--- src/rtl/imm_extend_pkg.sv ---
// rtl/imm_extend_pkg.sv - shared mode encodings and stage FSM states for the immediate-extension pipe
package imm_extend_pkg;

    localparam logic [1:0] MODE_SIGN   = 2'b00;
    localparam logic [1:0] MODE_ZERO   = 2'b01;
    localparam logic [1:0] MODE_UPPER  = 2'b10;
    localparam logic [1:0] MODE_BRANCH = 2'b11;

    typedef enum logic [1:0] {
        ST_EMPTY = 2'b00,
        ST_ONE   = 2'b01,
        ST_FULL  = 2'b10
    } state_t;

endpackage

--- src/rtl/imm_extend_core.sv ---
// rtl/imm_extend_core.sv - combinational sign/zero/upper/branch immediate extender
module imm_extend_core
    import imm_extend_pkg::*;
#(
    parameter int IN_WIDTH  = 16,
    parameter int OUT_WIDTH = 32
) (
    input  logic [1:0]           i_mode,
    input  logic [IN_WIDTH-1:0]  i_imm,
    output logic [OUT_WIDTH-1:0] o_word
);

    localparam int P = OUT_WIDTH - IN_WIDTH;

    logic                 w_sign;
    logic [OUT_WIDTH-1:0] w_sext;

    assign w_sign = i_imm[IN_WIDTH-1];
    assign w_sext = {{P{w_sign}}, i_imm};

    // Branch offset is the sign-extended word shifted left by two; top bits fall off.
    always_comb begin
        o_word = w_sext;
        case (i_mode)
            MODE_SIGN:   o_word = w_sext;
            MODE_ZERO:   o_word = {{P{1'b0}}, i_imm};
            MODE_UPPER:  o_word = {i_imm, {P{1'b0}}};
            MODE_BRANCH: o_word = {w_sext[OUT_WIDTH-3:0], 2'b00};
            default:     o_word = w_sext;
        endcase
    end

endmodule

--- src/rtl/imm_extend_pipe.sv ---
// rtl/imm_extend_pipe.sv - registered immediate-extension stage with valid/ready and 2-entry skid
// Optional transfer counter port xfer_count enabled by macro IMMEXT_COUNT_EN.
module imm_extend_pipe
    import imm_extend_pkg::*;
#(
    parameter int IN_WIDTH  = 16,
    parameter int OUT_WIDTH = 32
) (
    input  logic                 clk,
    input  logic                 reset,
    input  logic                 in_valid,
    output logic                 in_ready,
    input  logic [1:0]           in_mode,
    input  logic [IN_WIDTH-1:0]  in_imm,
    output logic                 out_valid,
    input  logic                 out_ready,
    output logic [OUT_WIDTH-1:0] out_data
`ifdef IMMEXT_COUNT_EN
    ,
    output logic [15:0]          xfer_count
`endif
);

    generate
        if (OUT_WIDTH < IN_WIDTH + 2) begin : g_width_check
            $error("imm_extend_pipe: OUT_WIDTH must be at least IN_WIDTH+2");
        end
    endgenerate

    state_t               r_state;
    state_t               w_next_state;
    logic [OUT_WIDTH-1:0] r_out_data;
    logic [OUT_WIDTH-1:0] r_skid;
    logic [OUT_WIDTH-1:0] w_ext;
    logic                 w_accept;
    logic                 w_out_xfer;
    logic                 w_load_out_ext;
    logic                 w_load_out_skid;
    logic                 w_load_skid;

    imm_extend_core #(
        .IN_WIDTH  (IN_WIDTH),
        .OUT_WIDTH (OUT_WIDTH)
    ) u_core (
        .i_mode (in_mode),
        .i_imm  (in_imm),
        .o_word (w_ext)
    );

    // Handshake outputs decode only the state register, never the inputs.
    assign in_ready   = (r_state != ST_FULL);
    assign out_valid  = (r_state != ST_EMPTY);
    assign out_data   = r_out_data;
    assign w_accept   = in_valid & in_ready;
    assign w_out_xfer = out_valid & out_ready;

    always_comb begin
        w_next_state    = r_state;
        w_load_out_ext  = 1'b0;
        w_load_out_skid = 1'b0;
        w_load_skid     = 1'b0;
        case (r_state)
            ST_EMPTY: begin
                if (w_accept) begin
                    w_next_state   = ST_ONE;
                    w_load_out_ext = 1'b1;
                end
            end
            ST_ONE: begin
                if (w_accept && w_out_xfer) begin
                    w_load_out_ext = 1'b1;
                end else if (w_accept) begin
                    w_next_state = ST_FULL;
                    w_load_skid  = 1'b1;
                end else if (w_out_xfer) begin
                    w_next_state = ST_EMPTY;
                end
            end
            ST_FULL: begin
                if (w_out_xfer) begin
                    w_next_state    = ST_ONE;
                    w_load_out_skid = 1'b1;
                end
            end
            default: w_next_state = ST_EMPTY;
        endcase
    end

    always_ff @(posedge clk) begin
        if (reset) begin
            r_state    <= ST_EMPTY;
            r_out_data <= '0;
            r_skid     <= '0;
        end else begin
            r_state <= w_next_state;
            if (w_load_out_ext) begin
                r_out_data <= w_ext;
            end else if (w_load_out_skid) begin
                r_out_data <= r_skid;
            end
            if (w_load_skid) begin
                r_skid <= w_ext;
            end
        end
    end

`ifdef IMMEXT_COUNT_EN
    logic [15:0] r_xfer_count;

    always_ff @(posedge clk) begin
        if (reset) begin
            r_xfer_count <= 16'h0000;
        end else if (w_out_xfer) begin
            r_xfer_count <= r_xfer_count + 16'h0001;
        end
    end

    assign xfer_count = r_xfer_count;
`endif

endmodule

--- config.mk ---
export PLATFORM = sky130hd
export DESIGN_NAME = imm_extend_pipe
export DESIGN_NICKNAME = d
export VERILOG_FILES = /design/src/rtl/imm_extend_pkg.sv /design/src/rtl/imm_extend_core.sv /design/src/rtl/imm_extend_pipe.sv
export SDC_FILE = /design/constraint.sdc
export NUM_CORES = 1
export LEC_CHECK = 0
export BUFFER_PORTS_ARGS = -buffer_cell sky130_fd_sc_hd__buf_2
export CAP_MARGIN = 25
export CORE_MARGIN = 1.5
export CORE_UTILIZATION = 29
export CTS_BUF_LIST = sky130_fd_sc_hd__clkbuf_4 sky130_fd_sc_hd__clkbuf_8
export DETAILED_ROUTE_END_ITERATION = 8
export PLACE_DENSITY = 0.51
export SETUP_SLACK_MARGIN = 0.02
export SYNTH_ARGS = -nofsm -noshare
export SYNTH_HDL_FRONTEND = slang
export SYNTH_SLANG_ARGS = --single-unit
--- constraint.sdc ---
create_clock -name clk -period 1.7 [get_ports clk]
set_clock_uncertainty 0.05 [all_clocks]
set_input_delay 0.085 -clock clk [delete_from_list [all_inputs] [get_ports clk]]
set_output_delay 0.085 -clock clk [all_outputs]
set_load 0.02 [all_outputs]
==> results of run 1 <==
-- layout make-up --
| cell class | instances | area [um^2] | area share [%] |
|---|---|---|---|
| tap | 140 | 175.2 | 4.418 |
| sequential | 66 | 1321 | 33.32 |
| clock buffer | 9 | 123.9 | 3.124 |
| multi-input combinational | 239 | 1683 | 42.44 |
| inverter | 14 | 52.55 | 1.325 |
| timing repair buffer | 74 | 485.5 | 12.24 |
| clock inverter | 7 | 123.9 | 3.124 |
-- report_power, final --
part / internal (uW) / leakage [uW] / switching [uW]
registers: 1650 / 0.000541 / 56.7
logic: 282 / 0.000857 / 419
clock network: 986 / 0.000120 / 655
total: 2920 / 0.00152 / 1130
-- cell usage in the layout (no fill, tap or decap), drive strengths merged, types with 2 or more instances in the layout --
cell / synthesis / routed
nor3: 2 / 2
a211oi: 17 / 17
nor2: 16 / 16
inv: 14 / 16
a311oi: 5 / 5
a22oi: 14 / 14
bufinv: 0 / 3
o21a: 14 / 14
a21oi: 46 / 46
a21boi: 14 / 14
buf: 27 / 72
nor2b: 17 / 17
dlygate4sd3: 0 / 2
nand2: 32 / 32
a221oi: 14 / 14
o221a: 14 / 14
nand3: 2 / 2
clkbuf: 9 / 9
dfxtp: 66 / 66
nand2b: 17 / 17
or3b: 2 / 2
-- per-layer routing --
metal  GRT usage [%]  wire (um)  up-vias
met5               0          0        -
met4           5.195        115        0
met3           3.379        436       10
met2           24.49       3957       62
met1           22.43       4441     1357
li1                -          -     1384
-- synthesized netlist by cell type (all sizes together) --
| master | instances | area, um^2 |
|---|---|---|
| o21bai | 1 | 7.510 |
| inv | 14 | 52.55 |
| and3b | 1 | 8.760 |
| buf | 27 | 204.0 |
| a22oi | 14 | 120.1 |
| mux2 | 1 | 11.26 |
| clkbuf | 9 | 33.78 |
| a21oi | 46 | 230.2 |
| o21ai | 1 | 16.27 |
| o221a | 14 | 157.6 |
| dfxtp | 66 | 1321 |
| nor2 | 16 | 67.56 |
| and2 | 1 | 6.260 |
| nor3 | 2 | 10.01 |
| a311oi | 5 | 43.79 |
| or2b | 1 | 11.26 |
| and4bb | 1 | 12.51 |
| nand2b | 17 | 106.4 |
| or2 | 1 | 6.260 |
| a211oi | 17 | 127.6 |
| nand3 | 2 | 22.52 |
| a221oi | 14 | 210.2 |
| nand2 | 32 | 122.6 |
| o21ba | 1 | 10.01 |
| nand3b | 1 | 11.26 |
| a21boi | 14 | 105.1 |
| nand4bb | 1 | 11.26 |
| o21a | 14 | 105.1 |
| nor2b | 17 | 106.4 |
| or3b | 2 | 20.02 |
| a31oi | 1 | 6.260 |
| and2b | 1 | 8.760 |
-- worst max-delay path: cells and delay by family (launching register included) --
kind            cells  cell delay (ns)
flops               1             0.49
simple gates        2             0.36
compound gates      1             0.28
buf+inv             1             0.24
-- registers in the layout (all words and copies together) (netlist names) --
name and count:
r_skid 32, r_state 2, out_data 32
-- stage by stage --
stage | power (uW) | instances | setup WS, ns | util [%] | hold slack (ns)
5_1_grt | 4232 | 549 | 0.07350 | 36.26 | 0.1105
6_report | 4048 | 549 | 0.1830 | 36.26 | 0.09917
2_1_floorplan | 2217 | 355 | 0.3314 | - | 0.1825
4_1_cts | 4090 | 547 | 0.1171 | 36.01 | 0.08242
3_3_place_gp | 2422 | 529 | 0.2012 | 33.56 | 0.3294
3_5_place_dp | 2429 | 529 | 0.1584 | 33.56 | 0.3372
-- cell families (layout without fill, tap and decap cells) --
family | after synthesis | in the layout | synth area share (%)
AO/OA/AOI/OAI | 142 | 142 | 34.60
buffers and inverters | 50 | 104 | 8.811
flip-flops | 66 | 66 | 40.11
multiplexers | 1 | 1 | 0.3418
AND/OR/NAND/NOR | 96 | 96 | 16.14
-- what timing repair did --
action,CTS,global route
hold endpoints to repair,2,0
setup endpoints to repair,0,1
buffers inserted,0,2
hold buffers,2,0
-- worst min-delay path by stage --
stage / start / end / slack (ns) / cells after the start
4_1_cts: reset / r_skid[31] / 0.08 / 2
3_3_place_gp: out_ready / r_state[1] / 0.33 / 2
6_report: reset / r_skid[31] / 0.1 / 2
3_5_place_dp: out_ready / r_state[1] / 0.34 / 2
2_1_floorplan: in_imm[15] / r_skid[31] / 0.18 / 2
5_1_grt: reset / r_skid[31] / 0.11 / 2
==> reports/metrics.cfg, run 1 <==
[clock_tree]
clkTransAtPathRegs_ns=0.08
clock_sinks=66
cts_buffers=9
cts_root_buffer=clkbuf_8
cts_tree=done
cts_buffer_depth=2
clk_latency_ns=0.35
cts_resized=0
cts_max_level=3

[die]
io_pins=56
core-area_um2=10940
die_x_um=109.6
start_util_pct=30.13
die_area_um2=12010
rows=38
die_y_um=109.6

[cells_and_area]
drive_above_1_share_pct=29.83
stdcell_area_um2=3965
final_nets=426
diodes=0
area_growth_pct=20.36
n_fill_cell=1161

[yosys]
syn-num-nets=377
synth_area_per_cell_um2=9.280
ys_warn_count=0
seq_area_frac_synth_pct=40.11
ys_types=42
syn_area_um2=3294
synth_cells=355
ys_ff_latch=66

[pwr]
p_leak_uw=0.001519
vdd_drop_max_uv=432.6
power.density_nw_per_um2=1021

[worst_setup_path]
reg2reg_depth=4
r2r-end=out_data[0]
end_kind=flop
path_cells=nand3b_2, buf_4, nand2_1, a311oi_1
reg2reg_from=r_state[0]
cpMaxStageDelayCell=dfxtp_1
cp.required_ns=1.90
slowest_delay_ns=0.49
arrival_ns=1.71
startpoint_type=flop
crit_type=flop to flop
startpoint=r_state[0]
worstPathMaxFanout=13
r2r_slack_ns=0.18
endpoint=out_data[0]

[routing]
route.vias.total=2813
drt-pass1-iter-count=4
wl_mm=8.950
drcViolationCount=0
drt-initial-drc-count=87
post_drt_via_cell_ratio=5.124
wl_per_cell_um=16.30
final_antenna_net_count=0

[global_routing]
grt_pass1_vias=2739
track_usage_pct=16.04
grt-ovfl-total=0
grt_pass1_wl_mm=14.61
grt_start_max_net_pins=33
antenna_found_initial=0

[place]
hpwl_mm=6.108
io_buffer_count=55
post_dp_cell_area_um2=3670
gp_congestion=0.7392

[timing]
drv_slew=0
hold_violations=0
setup_tns_ns=0
period_minus_slack_ns=1.517
rsz0062_at_grt=false
tightest_slew_ns=0.4405
max_freq_mhz=659.2
setup_violations=0
fin_crit_sh_pct=89.24
max_slew_margin_pct=70.56

[run]
drv_cap=0

[worst_hold_path]
worst_hold_path_type=input port to flop

[run_status]
status=finished, final reports clean

No activity file was read; power rests on OpenSTA's default activity.
==> run 2, diff against run 1 <==
--- a/config.mk
+++ b/config.mk
@@ -8,10 +8,10 @@
 export BUFFER_PORTS_ARGS = -buffer_cell sky130_fd_sc_hd__buf_2
 export CAP_MARGIN = 25
 export CORE_MARGIN = 1.5
-export CORE_UTILIZATION = 29
+export CORE_UTILIZATION = 35
 export CTS_BUF_LIST = sky130_fd_sc_hd__clkbuf_4 sky130_fd_sc_hd__clkbuf_8
 export DETAILED_ROUTE_END_ITERATION = 8
-export PLACE_DENSITY = 0.51
+export PLACE_DENSITY = 0.58
 export SETUP_SLACK_MARGIN = 0.02
 export SYNTH_ARGS = -nofsm -noshare
 export SYNTH_HDL_FRONTEND = slang
==> constraint.sdc (replaced) <==
create_clock -name clk -period 1.9 [get_ports clk]
set_clock_uncertainty 0.05 [all_clocks]
set_input_delay 0.095 -clock clk [delete_from_list [all_inputs] [get_ports clk]]
set_output_delay 0.095 -clock clk [all_outputs]
set_load 0.02 [all_outputs]
==> run 2 against run 1 <==
Against the previous run:
- combinational power decreased by 13%
- global-route usage increased by 1.7 points
- via count decreased by 1.8%
- critical path depth increased by 1
- sequential power decreased by 11%
- setup slack improved by 0.073 ns
- sequential cell count unchanged
- largest cell class unchanged
- cell count decreased by 5.3%
- utilization increased by 5.6 points
- critical path type is now input port to flop
- non-clock buffer count unchanged
- power decreased by 18%
==> reports/metrics.cfg, run 2 (synthesis results as in run 1) <==
[timing]
period_minus_slack_ns=1.644
max_slew_margin_pct=69.26
rsz0062_at_grt=false
setup_tns_ns=0
fin_crit_sh_pct=86.50
hold_violations=0
tightest_slew_ns=0.4612
max_freq_mhz=608.4
drv_slew=0
setup_violations=0

[worst_setup_path]
r2r-end=out_data[18]
arrival_ns=1.83
crit_type=input port to flop
cp.required_ns=2.09
reg2reg_depth=5
path_cells=dlygate4sd3_1, buf_2, nand2b_1, nand3_4, o221a_2
r2r_slack_ns=0.35
worstPathMaxFanout=14
worst_path_dominant_cell_family=buffers and inverters
cpMaxStageDelayCell=dlygate4sd3_1
crit_buf_inv=2
reg2reg_from=r_state[1]
end_kind=flop
slowest_delay_ns=0.52
startpoint_type=input port

[worst_hold_path]
hold_depth=3
hold_end=r_skid[31]
hp-start=in_imm[15]
worst_hold_path_type=input port to flop

[die]
die_x_um=100.0
die_y_um=100.0
rows=35
die_area_um2=10000
start_util_pct=35.82
core-area_um2=9196
io_pins=56

[routing]
final_antenna_net_count=0
wl_per_cell_um=16.40
route.vias.total=2761
drt-initial-drc-count=83
drcViolationCount=0
wl_mm=8.528
post_drt_via_cell_ratio=5.310
drt-pass1-iter-count=4

[global_routing]
antenna_found_initial=0
grt_pass1_wl_mm=13.58
grt_start_max_net_pins=26
track_usage_pct=17.70
grt_pass1_vias=2624
grt-ovfl-total=0

[clock_tree]
clk_latency_ns=0.34
cts_root_buffer=clkbuf_8
cts_max_level=3
cts_buffers=9
cts_buffer_depth=2
cts_setup_buffers=0
cts_tree=done
clkTransAtPathRegs_ns=0.07
clock_sinks=66

[cells_and_area]
drive_above_1_share_pct=30.07
final_cell_mix=66 x dfxtp_1, 55 x buf_2, 46 x a21oi_1
final_nets=426
layout_commonest_cell=dfxtp_1
area_growth_pct=16.79
final_core_util_pct=41.84
diodes=0

[run]
drv_cap=0

[pwr]
p_leak_uw=0.001493
power.density_nw_per_um2=862.0
vdd_drop_max_uv=636.7

[place]
gp_congestion=0.7630
hpwl_mm=6.109
io_buffer_count=55

[run_status]
status=finished, final reports clean

[run 2: cell count changes in the layout (fill, tap and decap cells not counted)]
| cell | previous run | this run |
|---|---|---|
| clkbuf_4 | 0 | 2 |
| clkinvlp_4 | 1 | 2 |
| bufinv_16 | 3 | 1 |
| buf_12 | 5 | 3 |
| buf_4 | 12 | 15 |
| dlygate4sd3_1 | 2 | 1 |
| clkinv_2 | 0 | 2 |
| inv_6 | 2 | 0 |
| clkinv_4 | 1 | 0 |
[run 2: area by class of cell]
cell class | count | area (um^2)
Inverter | 14 | 52.55
Fill cell | 926 | 5349
Multi-Input combinational cell | 239 | 1683
Sequential cell | 66 | 1321
Clock buffer | 11 | 138.9
Clock inverter | 5 | 55.05
Tap cell | 111 | 138.9
Timing Repair Buffer | 74 | 457.9
[run 2: report_power, final]
part | internal [uW] | switching [uW]
Clock | 631 | 546
Combinational | 244 | 368
Sequential | 1480 | 52.1
[run 2: worst max path at each step]
stage,startpoint,endpoint,cells after the start
after floorplan,r_state[1],out_data[21],6
after global placement,r_state[1],out_data[19],5
after detailed placement,r_state[1],out_data[18],5
after CTS,out_ready,out_data[18],5
after global routing,out_ready,out_data[18],5
final,out_ready,out_data[18],5
[run 2: timing repair]
item,in CTS,in global routing
resized for setup,0,0
endpoints found under the hold margin,1,0
hold buffers,1,0
[run 2: stage by stage]
stage          worst slack, ns  total power (uW)  hold WS [ns]  cells  cell area [um^2]
2_1_floorplan           0.5314              1984        0.1925    355              3294
3_3_place_gp            0.4254              2162        0.3385    503              3643
3_5_place_dp            0.3856              2169        0.3509    503              3643
4_1_cts                 0.2817              3344      0.001453    520              3847
5_1_grt                 0.1491              3467      0.003031    520              3847
6_report                0.2564              3317       0.02445    520              3847
[run 2: worst register-to-register path, cell delays in order (launching register included)]
cell	delay, ns
dfxtp_1	0.51
and3b_1	0.23
buf_4	0.22
buf_4	0.23
a21oi_1	0.09
o221a_2	0.12
[run 2: metal layers]
layer | wire length [um] | vias up | GRT usage [%]
li1 | - | 1379 | -
met1 | 4139 | 1313 | 24.08
met3 | 350 | 9 | 4.944
met2 | 3962 | 60 | 27.89
met5 | 0 | - | 0
met4 | 77 | 0 | 4.225
==> run 3, diff against run 2 <==
==> constraint.sdc (replaced) <==
create_clock -name clk -period 1.9 [get_ports clk]
set_clock_uncertainty 0.05 [all_clocks]
set_input_delay 0.19 -clock clk [delete_from_list [all_inputs] [get_ports clk]]
set_output_delay 0.19 -clock clk [all_outputs]
set_load 0.02 [all_outputs]
==> run 3 against run 2 <==
Against the previous run:
- hold slack better by 0.071 ns
- fmax up 7.2%
- first-iteration DRC count up 19%
- utilization down 0.24 points
- sequential share of layout area up 0.20 points
- global-route usage down 0.50 points
- register-to-register slack better by 0.02 ns
- design area down 0.59%
- critical path depth down 2
- routed wire length down 2.7%
- power down 0.50%
- clock-buffer cell count down 2
- largest power group unchanged
==> reports/metrics.cfg, run 3 (synthesis results as in run 1) <==
[run_status]
status=finished, final reports clean

[timing]
tightest_slew_ns=0.4767
holdWs_ns=0.09554
hold_violations=0
rsz0062_at_grt=false
setup_tns_ns=0
setup_violations=0
fin_crit_sh_pct=80.72
worst_slack_ns=0.3663
period_minus_slack_ns=1.534
max_freq_mhz=652.0
max_slew_margin_pct=68.10
drv_slew=0

[clock_tree]
cts_setup_buffers=0
cts_root_buffer=clkbuf_8
clock_sinks=66
cts_resized=0
cts_max_level=3
clkTransAtPathRegs_ns=0.07
clk_latency_ns=0.35
cts_buffers=9
cts_tree=done
postCtsHoldBufs=0
cts_buffer_depth=2

[pwr]
seq_power_share_pct=46.2
p_switching_uw=981.0
p_leak_uw=0.001472
power.internal_uw=2319
power.density_nw_per_um2=862.8
pwr-share-clk_pct=35.4
vdd_drop_max_uv=543.7
switching_share_pct=29.73
combinationalPowerShare_pct=18.4

[die]
start_util_pct=35.82
die_area_um2=10000
rows=35
io_pins=56
die_x_um=100.0
die_y_um=100.0
core-area_um2=9196

[worst_setup_path]
cp.required_ns=2.09
end_kind=flop
crit_type=flop to flop
arrival_ns=1.72
worstPathMaxFanout=14
startpoint_type=flop

[cells_and_area]
area_growth_pct=16.10
layout_commonest_cell=dfxtp_1
diodes=0
final_cell_mix=66 x dfxtp_1, 55 x buf_2, 46 x a21oi_1
drive_above_1_share_pct=29.28
final_nets=420

[routing]
wl_mm=8.301
drt-initial-drc-count=99
final_antenna_net_count=0
route.vias.total=2732
drcViolationCount=0
drt-pass1-iter-count=4
post_drt_via_cell_ratio=5.315
wl_per_cell_um=16.15

[global_routing]
grt_start_max_net_pins=44
track_usage_pct=17.20
grt-ovfl-total=0
grt_pass1_wl_mm=13.44
antenna_found_initial=0
grt_pass1_vias=2602

[run]
drv_cap=0

[place]
io_buffer_count=55
hpwl_mm=5.879
post-place-ws_ns=0.3558
gp_congestion=0.7289

[worst_hold_path]
worst_hold_path_type=input port to flop

run 3: cell count changes in the layout (fill, tap and decap cells not counted), sizes merged:
cell,previous run,this run
clkinvlp,2,1
clkinv,2,5
dlygate4sd3,1,0
clkbuf,11,9
buf,73,68
run 3: critical path, stage by stage, from the launching register on:
cell     delay [ns]
dfxtp_1        0.39
nor2b_1        0.36
nand3_4        0.27
o221a_2        0.35
run 3: metal layers:
metal,GRT usage (%),part of all wire (%),vias to the layer above
met2,27.79,47,57
met5,0,0,-
li1,-,-,1361
met4,6.934,1.7,0
met1,22.27,47,1296
met3,3.900,3.9,18
run 3: per-stage QoR:
step / cells / utilization, % / cell area [um^2] / power (uW)
6_report: 514 / 41.59 / 3825 / 3300
5_1_grt: 514 / 41.59 / 3825 / 3445
4_1_cts: 514 / 41.59 / 3825 / 3332
3_5_place_dp: 498 / 39.48 / 3631 / 2165
3_3_place_gp: 498 / 39.48 / 3631 / 2155
2_1_floorplan: 355 / - / 3294 / 1984
run 3: worst paths after layout:
| path | from | to | slack, ns | cells past startpoint |
|---|---|---|---|---|
| setup / recovery | r_state[1] | out_data[19] | 0.37 | 3 |
| hold / removal | out_ready | r_state[1] | 0.1 | 2 |
| setup reg to reg | r_state[1] | out_data[19] | 0.37 | 3 |
| hold reg to reg | r_skid[1] | r_skid[1] | 0.41 | 2 |
run 3: cell type report:
| type | instances | area, um^2 |
|---|---|---|
| fill | 950 | 5371 |
| multi-input combinational | 239 | 1683 |
| sequential | 66 | 1321 |
| timing repair buffer | 68 | 435.4 |
| clock inverter | 7 | 70.07 |
| clock buffer | 9 | 123.9 |
| tap | 111 | 138.9 |
| inverter | 14 | 52.55 |
run 3: power by group through the flow:
stage	Sequential, uW	Clock [uW]	Combinational [uW]
floorplan	1620	0	363
global placement	1560	0	599
detailed placement	1560	0	609
CTS	1530	1200	610
global route	1540	1250	662
finish	1520	1170	607
